### src/rtl/pc_fetch_unit_pkg.sv
`default_nettype none
// ============================================================================
// Module   : pc_fetch_unit_pkg
// Brief    : Shared widths, reset/trap vectors and fetch FSM encodings.
// Revision : 1.0 - initial release
// ============================================================================
package pc_fetch_unit_pkg;

    localparam int c_XLEN      = 32;
    localparam int c_STATE_W   = 2;

    localparam logic [c_XLEN-1:0] c_RESET_VECTOR = 32'h0000_0000;
    localparam logic [c_XLEN-1:0] c_TRAP_VECTOR  = 32'h0000_0004;

    localparam logic [c_STATE_W-1:0] c_ST_FETCH = 2'd0;
    localparam logic [c_STATE_W-1:0] c_ST_HOLD  = 2'd1;
    localparam logic [c_STATE_W-1:0] c_ST_DRAIN = 2'd2;

    typedef enum logic [c_STATE_W-1:0] {
        FETCH = c_ST_FETCH,
        HOLD  = c_ST_HOLD,
        DRAIN = c_ST_DRAIN
    } fetch_state_e;

endpackage
`default_nettype wire

### src/rtl/pc_fetch_unit_target_calc.sv
`default_nettype none
// ============================================================================
// Module   : pc_target_calc
// Brief    : Redirect target select (JALR over JAL/branch) and link value.
// Revision : 1.0 - initial release
// ============================================================================
module pc_target_calc
    import pc_fetch_unit_pkg::*;
#(
    parameter int XLEN = c_XLEN
) (
    input  logic [XLEN-1:0] i_ex_pc,
    input  logic [XLEN-1:0] i_ex_imm,
    input  logic [XLEN-1:0] i_ex_rs1,
    input  logic            i_ex_is_jalr,
    output logic [XLEN-1:0] o_target,
    output logic [XLEN-1:0] o_link
);

    logic [XLEN-1:0] w_base;
    logic [XLEN-1:0] w_sum;

    // JAL and conditional branches share the pc-relative adder, so only JALR changes the base.
    assign w_base   = i_ex_is_jalr ? i_ex_rs1 : i_ex_pc;
    assign w_sum    = w_base + i_ex_imm;
    assign o_target = i_ex_is_jalr ? {w_sum[XLEN-1:1], 1'b0} : w_sum;
    assign o_link   = i_ex_pc + XLEN'(4);

endmodule
`default_nettype wire

### src/rtl/pc_fetch_unit.sv
`default_nettype none
// ============================================================================
// Module   : pc_fetch_unit
// Brief    : PC owner and instruction fetch stage with redirect/flush handling.
// Options  : MISALIGN_TRAP_EN - misaligned redirect targets trap to TRAP_VECTOR.
// Revision : 1.0 - initial release
// ============================================================================
module pc_fetch_unit
    import pc_fetch_unit_pkg::*;
#(
    parameter int              XLEN         = c_XLEN,
    parameter logic [XLEN-1:0] RESET_VECTOR = c_RESET_VECTOR
`ifdef MISALIGN_TRAP_EN
    ,
    parameter logic [XLEN-1:0] TRAP_VECTOR  = c_TRAP_VECTOR
`endif
) (
    input  logic            clk,
    input  logic            rst,
    output logic            imem_req,
    output logic [XLEN-1:0] imem_addr,
    input  logic            imem_ack,
    input  logic [31:0]     imem_rdata,
    output logic            instr_valid,
    output logic [31:0]     instr,
    output logic [XLEN-1:0] instr_pc,
    input  logic            instr_ready,
    input  logic            ex_valid,
    input  logic [XLEN-1:0] ex_pc,
    input  logic            ex_is_branch,
    input  logic            ex_is_jal,
    input  logic            ex_is_jalr,
    input  logic            branch,
    input  logic [XLEN-1:0] ex_imm,
    input  logic [XLEN-1:0] ex_rs1,
    output logic [XLEN-1:0] ex_link,
    output logic            redirect
`ifdef MISALIGN_TRAP_EN
    ,
    output logic            trap_pulse,
    output logic [XLEN-1:0] trap_addr
`endif
);

    fetch_state_e    r_state, w_state_nxt;
    logic [XLEN-1:0] r_pc, w_pc_nxt;
    logic [XLEN-1:0] r_fetch_addr, w_fetch_addr_nxt;
    logic [XLEN-1:0] r_instr_pc, w_instr_pc_nxt;
    logic [31:0]     r_instr, w_instr_nxt;
    logic            r_instr_valid, w_instr_valid_nxt;
    logic [XLEN-1:0] w_raw_target;
    logic [XLEN-1:0] w_target;
    logic            w_redirect;

    pc_target_calc #(
        .XLEN         (XLEN)
    ) u_target_calc (
        .i_ex_pc      (ex_pc),
        .i_ex_imm     (ex_imm),
        .i_ex_rs1     (ex_rs1),
        .i_ex_is_jalr (ex_is_jalr),
        .o_target     (w_raw_target),
        .o_link       (ex_link)
    );

    assign w_redirect = ex_valid & (ex_is_jal | ex_is_jalr | (ex_is_branch & branch));

`ifdef MISALIGN_TRAP_EN
    logic            w_misaligned;
    logic            r_trap_pulse;
    logic [XLEN-1:0] r_trap_addr;

    assign w_misaligned = |w_raw_target[1:0];
    assign w_target     = w_misaligned ? TRAP_VECTOR : w_raw_target;

    always_ff @(posedge clk) begin
        if (rst) begin
            r_trap_pulse <= 1'b0;
            r_trap_addr  <= '0;
        end else begin
            r_trap_pulse <= w_redirect & w_misaligned;
            if (w_redirect & w_misaligned) begin
                r_trap_addr <= w_raw_target;
            end
        end
    end

    assign trap_pulse = r_trap_pulse;
    assign trap_addr  = r_trap_addr;
`else
    assign w_target = w_raw_target & ~XLEN'(3);
`endif

    always_ff @(posedge clk) begin
        if (rst) begin
            r_state       <= FETCH;
            r_pc          <= RESET_VECTOR;
            r_fetch_addr  <= RESET_VECTOR;
            r_instr_valid <= 1'b0;
            r_instr       <= '0;
            r_instr_pc    <= '0;
        end else begin
            r_state       <= w_state_nxt;
            r_pc          <= w_pc_nxt;
            r_fetch_addr  <= w_fetch_addr_nxt;
            r_instr_valid <= w_instr_valid_nxt;
            r_instr       <= w_instr_nxt;
            r_instr_pc    <= w_instr_pc_nxt;
        end
    end

    always_comb begin
        w_state_nxt       = r_state;
        w_pc_nxt          = r_pc;
        w_fetch_addr_nxt  = r_fetch_addr;
        w_instr_valid_nxt = r_instr_valid;
        w_instr_nxt       = r_instr;
        w_instr_pc_nxt    = r_instr_pc;
        case (r_state)
            FETCH: begin
                if (imem_ack && w_redirect) begin
                    w_pc_nxt         = w_target;
                    w_fetch_addr_nxt = w_target;
                end else if (imem_ack) begin
                    w_instr_nxt       = imem_rdata;
                    w_instr_pc_nxt    = r_fetch_addr;
                    w_instr_valid_nxt = 1'b1;
                    w_pc_nxt          = r_fetch_addr + XLEN'(4);
                    w_state_nxt       = HOLD;
                end else if (w_redirect) begin
                    // Request already on the bus must complete at its address; its data is discarded.
                    w_pc_nxt    = w_target;
                    w_state_nxt = DRAIN;
                end
            end
            HOLD: begin
                if (w_redirect) begin
                    w_instr_valid_nxt = 1'b0;
                    w_pc_nxt          = w_target;
                    w_fetch_addr_nxt  = w_target;
                    w_state_nxt       = FETCH;
                end else if (instr_ready) begin
                    w_instr_valid_nxt = 1'b0;
                    w_fetch_addr_nxt  = r_pc;
                    w_state_nxt       = FETCH;
                end
            end
            DRAIN: begin
                if (w_redirect) begin
                    w_pc_nxt = w_target;
                end
                if (imem_ack) begin
                    w_fetch_addr_nxt = w_redirect ? w_target : r_pc;
                    w_state_nxt      = FETCH;
                end
            end
            default: begin
                w_state_nxt = FETCH;
            end
        endcase
    end

    assign imem_req    = ~rst & ((r_state == FETCH) | (r_state == DRAIN));
    assign imem_addr   = r_fetch_addr;
    assign instr_valid = r_instr_valid;
    assign instr       = r_instr;
    assign instr_pc    = r_instr_pc;
    assign redirect    = w_redirect;

endmodule
`default_nettype wire
### config.mk
export PLATFORM = sky130hd
export DESIGN_NAME = pc_fetch_unit
export DESIGN_NICKNAME = d
export VERILOG_FILES = /design/src/rtl/pc_fetch_unit_pkg.sv /design/src/rtl/pc_fetch_unit_target_calc.sv /design/src/rtl/pc_fetch_unit.sv
export SDC_FILE = /design/constraint.sdc
export NUM_CORES = 1
export LEC_CHECK = 0
export CORE_ASPECT_RATIO = 1.75
export CORE_MARGIN = 2
export CORE_UTILIZATION = 50
export CTS_BUF_LIST = sky130_fd_sc_hd__clkbuf_16
export DETAILED_ROUTE_END_ITERATION = 8
export PLACE_DENSITY = 0.86
export REMOVE_ABC_BUFFERS = 1
export SLEW_MARGIN = 40
export SYNTH_ARGS = -nofsm -noshare
export SYNTH_HDL_FRONTEND = slang
export SYNTH_SLANG_ARGS = --single-unit
### constraint.sdc
create_clock -name clk -period 10.7 [get_ports clk]
set_input_delay 2.675 -clock clk [delete_from_list [all_inputs] [get_ports clk]]
set_output_delay 2.675 -clock clk [all_outputs]
set_load 0.1 [all_outputs]
### Word-level counts from Yosys, hierarchy flattened

Index checks and enable logic that the tools add are counted.
Widths: inputs -> output; s select.

* register bits after elaboration: 131
* latch bits: 0
* memory bits (writable): 0
* ROM bits: 0
* input bits: 137
* word-level logic and storage cells: 57
* memories kept: 0

* add/subtract/negate cells: 3
* multiply operators: 0
* divide/modulo/power cells: 0
* $lt $le $gt $ge: 0
* equality and inequality tests: 8
* shift-type cells: 0
* muxes and demuxes: 22
* bitwise operators: 8
* reductions and logical operators: 10

Operator list (count)
* $mux 32: 8
* $pmux 32 s3: 1
* $add 32x3->32 const B: 2
* $pmux 32 s2: 1
* $add 32x32->32: 1
* $mux 2: 6
* $reduce_and 4->1: 3
* $ne 2x2->1 const B: 4
* $ne 3x3->1 const B: 2
* $pmux 2 s3: 1
* $mux 1: 4
* $reduce_bool 2->1: 2
* $and 1x1->1: 3
* $or 1x1->1: 3
* $reduce_and 3->1: 1
* $reduce_bool 3->1: 1
* $eq 2x1->1 const B: 1
* $eq 2x2->1 const B: 1
* $logic_not 2->1: 1
* $not 1->1: 2
* $pmux 1 s2: 1
* $reduce_or 2->1: 1
* $logic_and 1x1->1: 1

### Depth between registers and ports, before layout

* depth after elaboration: 7
* gate-level depth with buffers: 14

### Cells and area by module

Synthesis repeated with hierarchy kept, for this count alone.

* cells, all modules: 1138
* area total of the unflattened synthesis: 8812.2 sq um

Modules (own cells, without submodules)
* pc_fetch_unit: instances 1, cells each 747, area an instance 6002.0 sq um
* pc_target_calc: instances 1, cells each 391, area an instance 2810.2 sq um

### Worst setup path before layout

OpenSTA, ideal clock, no wires.

* path type: in2out
* from: input port ex_pc[4]
* to: output port ex_link[30]
* arrival: 5425 ps
* required time: 8025 ps
* path slack: 2600 ps
* stages on the path: 8
* cells stage by stage: and3_1 > and2_1 > and3_1 > nor2b_1 > nand3_1 > nor2_1 > nand4_1 > xnor2_1

* cells in the longest elaborated chain, start to end: 1

RTL lines
* start: declaration: line pc_fetch_unit.sv:29 `input logic [XLEN-1:0] ex_pc,`
* $add 32x3->32: line pc_fetch_unit_target_calc.sv:27 `assign o_link = i_ex_pc + XLEN'(4);`
* end: declaration: line pc_fetch_unit.sv:36 `output logic [XLEN-1:0] ex_link,`

Every way passes these cells.

### Worst setup path in the final report

* from: input port ex_pc[4]
* to: output port ex_link[29]

Same word-level chain as after synthesis.

==> results_dict.tcl <==
set metrics [dict create \
    maxCapViolCount 0 \
    path_clk_slew_ps 60 \
    yosysWarningCount 0 \
    outcome "finished clean" \
    grt-ovfl-total 0 \
    start_util_pct 50.7 \
    worstPathCellList "clkdlybuf4s50_1 > and3_1 > and2_1 > nand4_1 > nor2_1 > and3_1 > nand4_1 > nor2_1 > xor2_1 > buf_2" \
    die_area_um2 17700 \
    slowest_delay_ps 570 \
    critPathBufInv 2 \
    arrival_ps 5480 \
    drive_above_1_share_pct 16.7 \
    syn_inst 1111 \
    layout.nets 1512 \
    leakagePower_nw 4.60 \
    cts_resized 0 \
    hold_violations 0 \
    numCtsBuffers 17 \
    grt_start_max_net_pins 81 \
    route.detailed.drc 0 \
    endpoint_kind "primary output" \
    cts.sinks 131 \
    fp.dieH_um 174 \
    relSlewSlack_pct 49.8 \
    start_kind "input pin" \
    antenna_found_initial 0 \
    insertion_delay_ps 420 \
    cts_buffer_depth 2 \
    grt_setup_unrepaired "false" \
    stdcell_area_um2 11100 \
    crit_fanout 6 \
    synth_cell_types 56 \
    vias 8919 \
    cellPowerDensity_nw_per_um2 183 \
    area_growth_pct 33.3 \
    cts_tree "built" \
    critPathRequiredTime_ps 8030 \
    num_antenna_cells 0 \
    path_delay_family "simple AND/OR/NAND/NOR gates" \
    gp_routability_congestion 0.892 \
    avgSynthCellArea_um2 7.47 \
    fin_skew_ps 8.11 \
    tns_ps 0 \
    max_freq_ghz 0.123 \
    syn_area_um2 8300 \
    port_buffers 267 \
    ant_nets 0 \
    io_pins 268 \
    drt_first_pass_iters 5 \
    via_per_inst 5.66 \
    placed_area_um2 10400 \
    path_class "in2out" \
    hp-class "reg2reg" \
    finalCritPeriodShare_pct 76.2 \
    drtIter0Drc 691 \
    vdd_drop_max_v 0.000131 \
    synth_flop_cell "dfxtp_1" \
    synthArstFlopShare_pct 0 \
    num_rows 62 \
    drv_slew 0 \
    detail_route.wirelength_mm 24.9 \
    cts_max_level 4 \
    synth-seq-cells 131 \
    hpwl_mm 17.7 \
    fp.dieW_um 101 \
    track_usage_pct 27.3 \
    grt_pass1_wl_mm 39.8 \
    grt_pass1_vias 8531 \
    postCtsSetupBuffers 0 \
    crit_slowest_cell "clkdlybuf4s50_1" \
    max_slew.worst_pin.slew_ps 752 \
    setup_violations 0 \
    root_buffer "clkbuf_16" \
    synth-edff-count 0 \
    ys_seq_area_share_pct 31.6 \
    core_um2 16400 \
    min_period_ps 8160 \
    wl_per_cell_um 15.8 \
    cts_hold_buf 0 \
]
==> where the power goes <==
part           switching [mW]  internal, mW
registers              0.0625         0.543
logic                   0.579         0.222
clock network           0.231         0.392
==> tightest hold or removal path: cells and delay by family, from the launching register on <==
family | cells | cell delay, ps
AND/OR/NAND/NOR | 1 | 50
AO/OA/AOI/OAI | 1 | 50
flip-flops | 1 | 300
==> cells in the final DEF, fill, tap and decap left out, drive strengths merged, types with 30 or more instances in the layout <==
master           n
a21oi          120
nor2           104
nand3           34
nand2          228
dfxtp          131
clkdlybuf4s50  135
mux2            30
ha              36
buf            144
o21ai           45
xnor2           50
==> through the flow <==
stage          utilization (%)  std cells  worst slack [ps]  power (mW)  hold slack (ps)
2_1_floorplan                -       1041              2600        1.20              442
3_3_place_gp              67.6       1543              1810        1.43              441
3_5_place_dp              63.7       1543              2490        1.40              445
4_1_cts                   67.5       1575              2480        2.03              453
5_1_grt                   67.6       1576              2240        2.11              466
6_report                  67.6       1576              2540        2.03              450
==> layer usage <==
metal	vias to the layer above	global-route usage [%]	wire length, um
met5	-	0	0
met4	0	12.2	781
met3	70	4.54	1630
met2	406	50.4	13200
met1	4062	29.7	9280
li1	4381	-	-
==> flip-flops by register name (all words and copies together), names as in the netlist <==
name / count
instr: 32
imem_addr: 32
instr_valid: 1
r_pc: 32
r_state: 2
instr_pc: 32
==> cell type report <==
cell class              instances  area, um^2
clock inverters                15         205
flip-flops and latches        131        2620
multi-input cells             891        5350
clock buffers                  17         425
repair buffers                279        2120
well taps                     224         280
inverters                      19        71.3
fillers                      1386        5300
==> cell families after synthesis <==
group                      synth area share, %
muxes                                     4.60
xor gates and xnor gates                  8.02
adders and majority gates                 5.42
AOI/OAI and AO/OA                         22.8
DFF                                       31.6
buffers and inverters                     4.22
and+or+nand+nor                           23.4
==> synth_stat cells, drive strengths merged (23+ instances only) <==
| master | number | area share, % |
|---|---|---|
| a211oi | 24 | 2.2 |
| ha | 36 | 5.4 |
| nand3 | 34 | 2.0 |
| and3 | 23 | 1.7 |
| nor2 | 104 | 4.7 |
| mux2 | 30 | 4.1 |
| nand2 | 228 | 10 |
| xnor2 | 50 | 5.3 |
| a21oi | 120 | 7.3 |
| dfxtp | 131 | 32 |
| xor2 | 26 | 2.7 |
| clkbuf | 57 | 2.6 |
| o21ai | 45 | 2.8 |
==> final timing paths <==
check                    start           to  slack, ps  depth (start not counted)
setup / recovery      ex_pc[4]  ex_link[29]       2540                         10
setup reg to reg  imem_addr[2]     r_pc[28]       7790                          8
hold / removal       instr[18]    instr[18]        450                          2
hold reg to reg      instr[18]    instr[18]        450                          2
(Power assumes the default switching activity.)
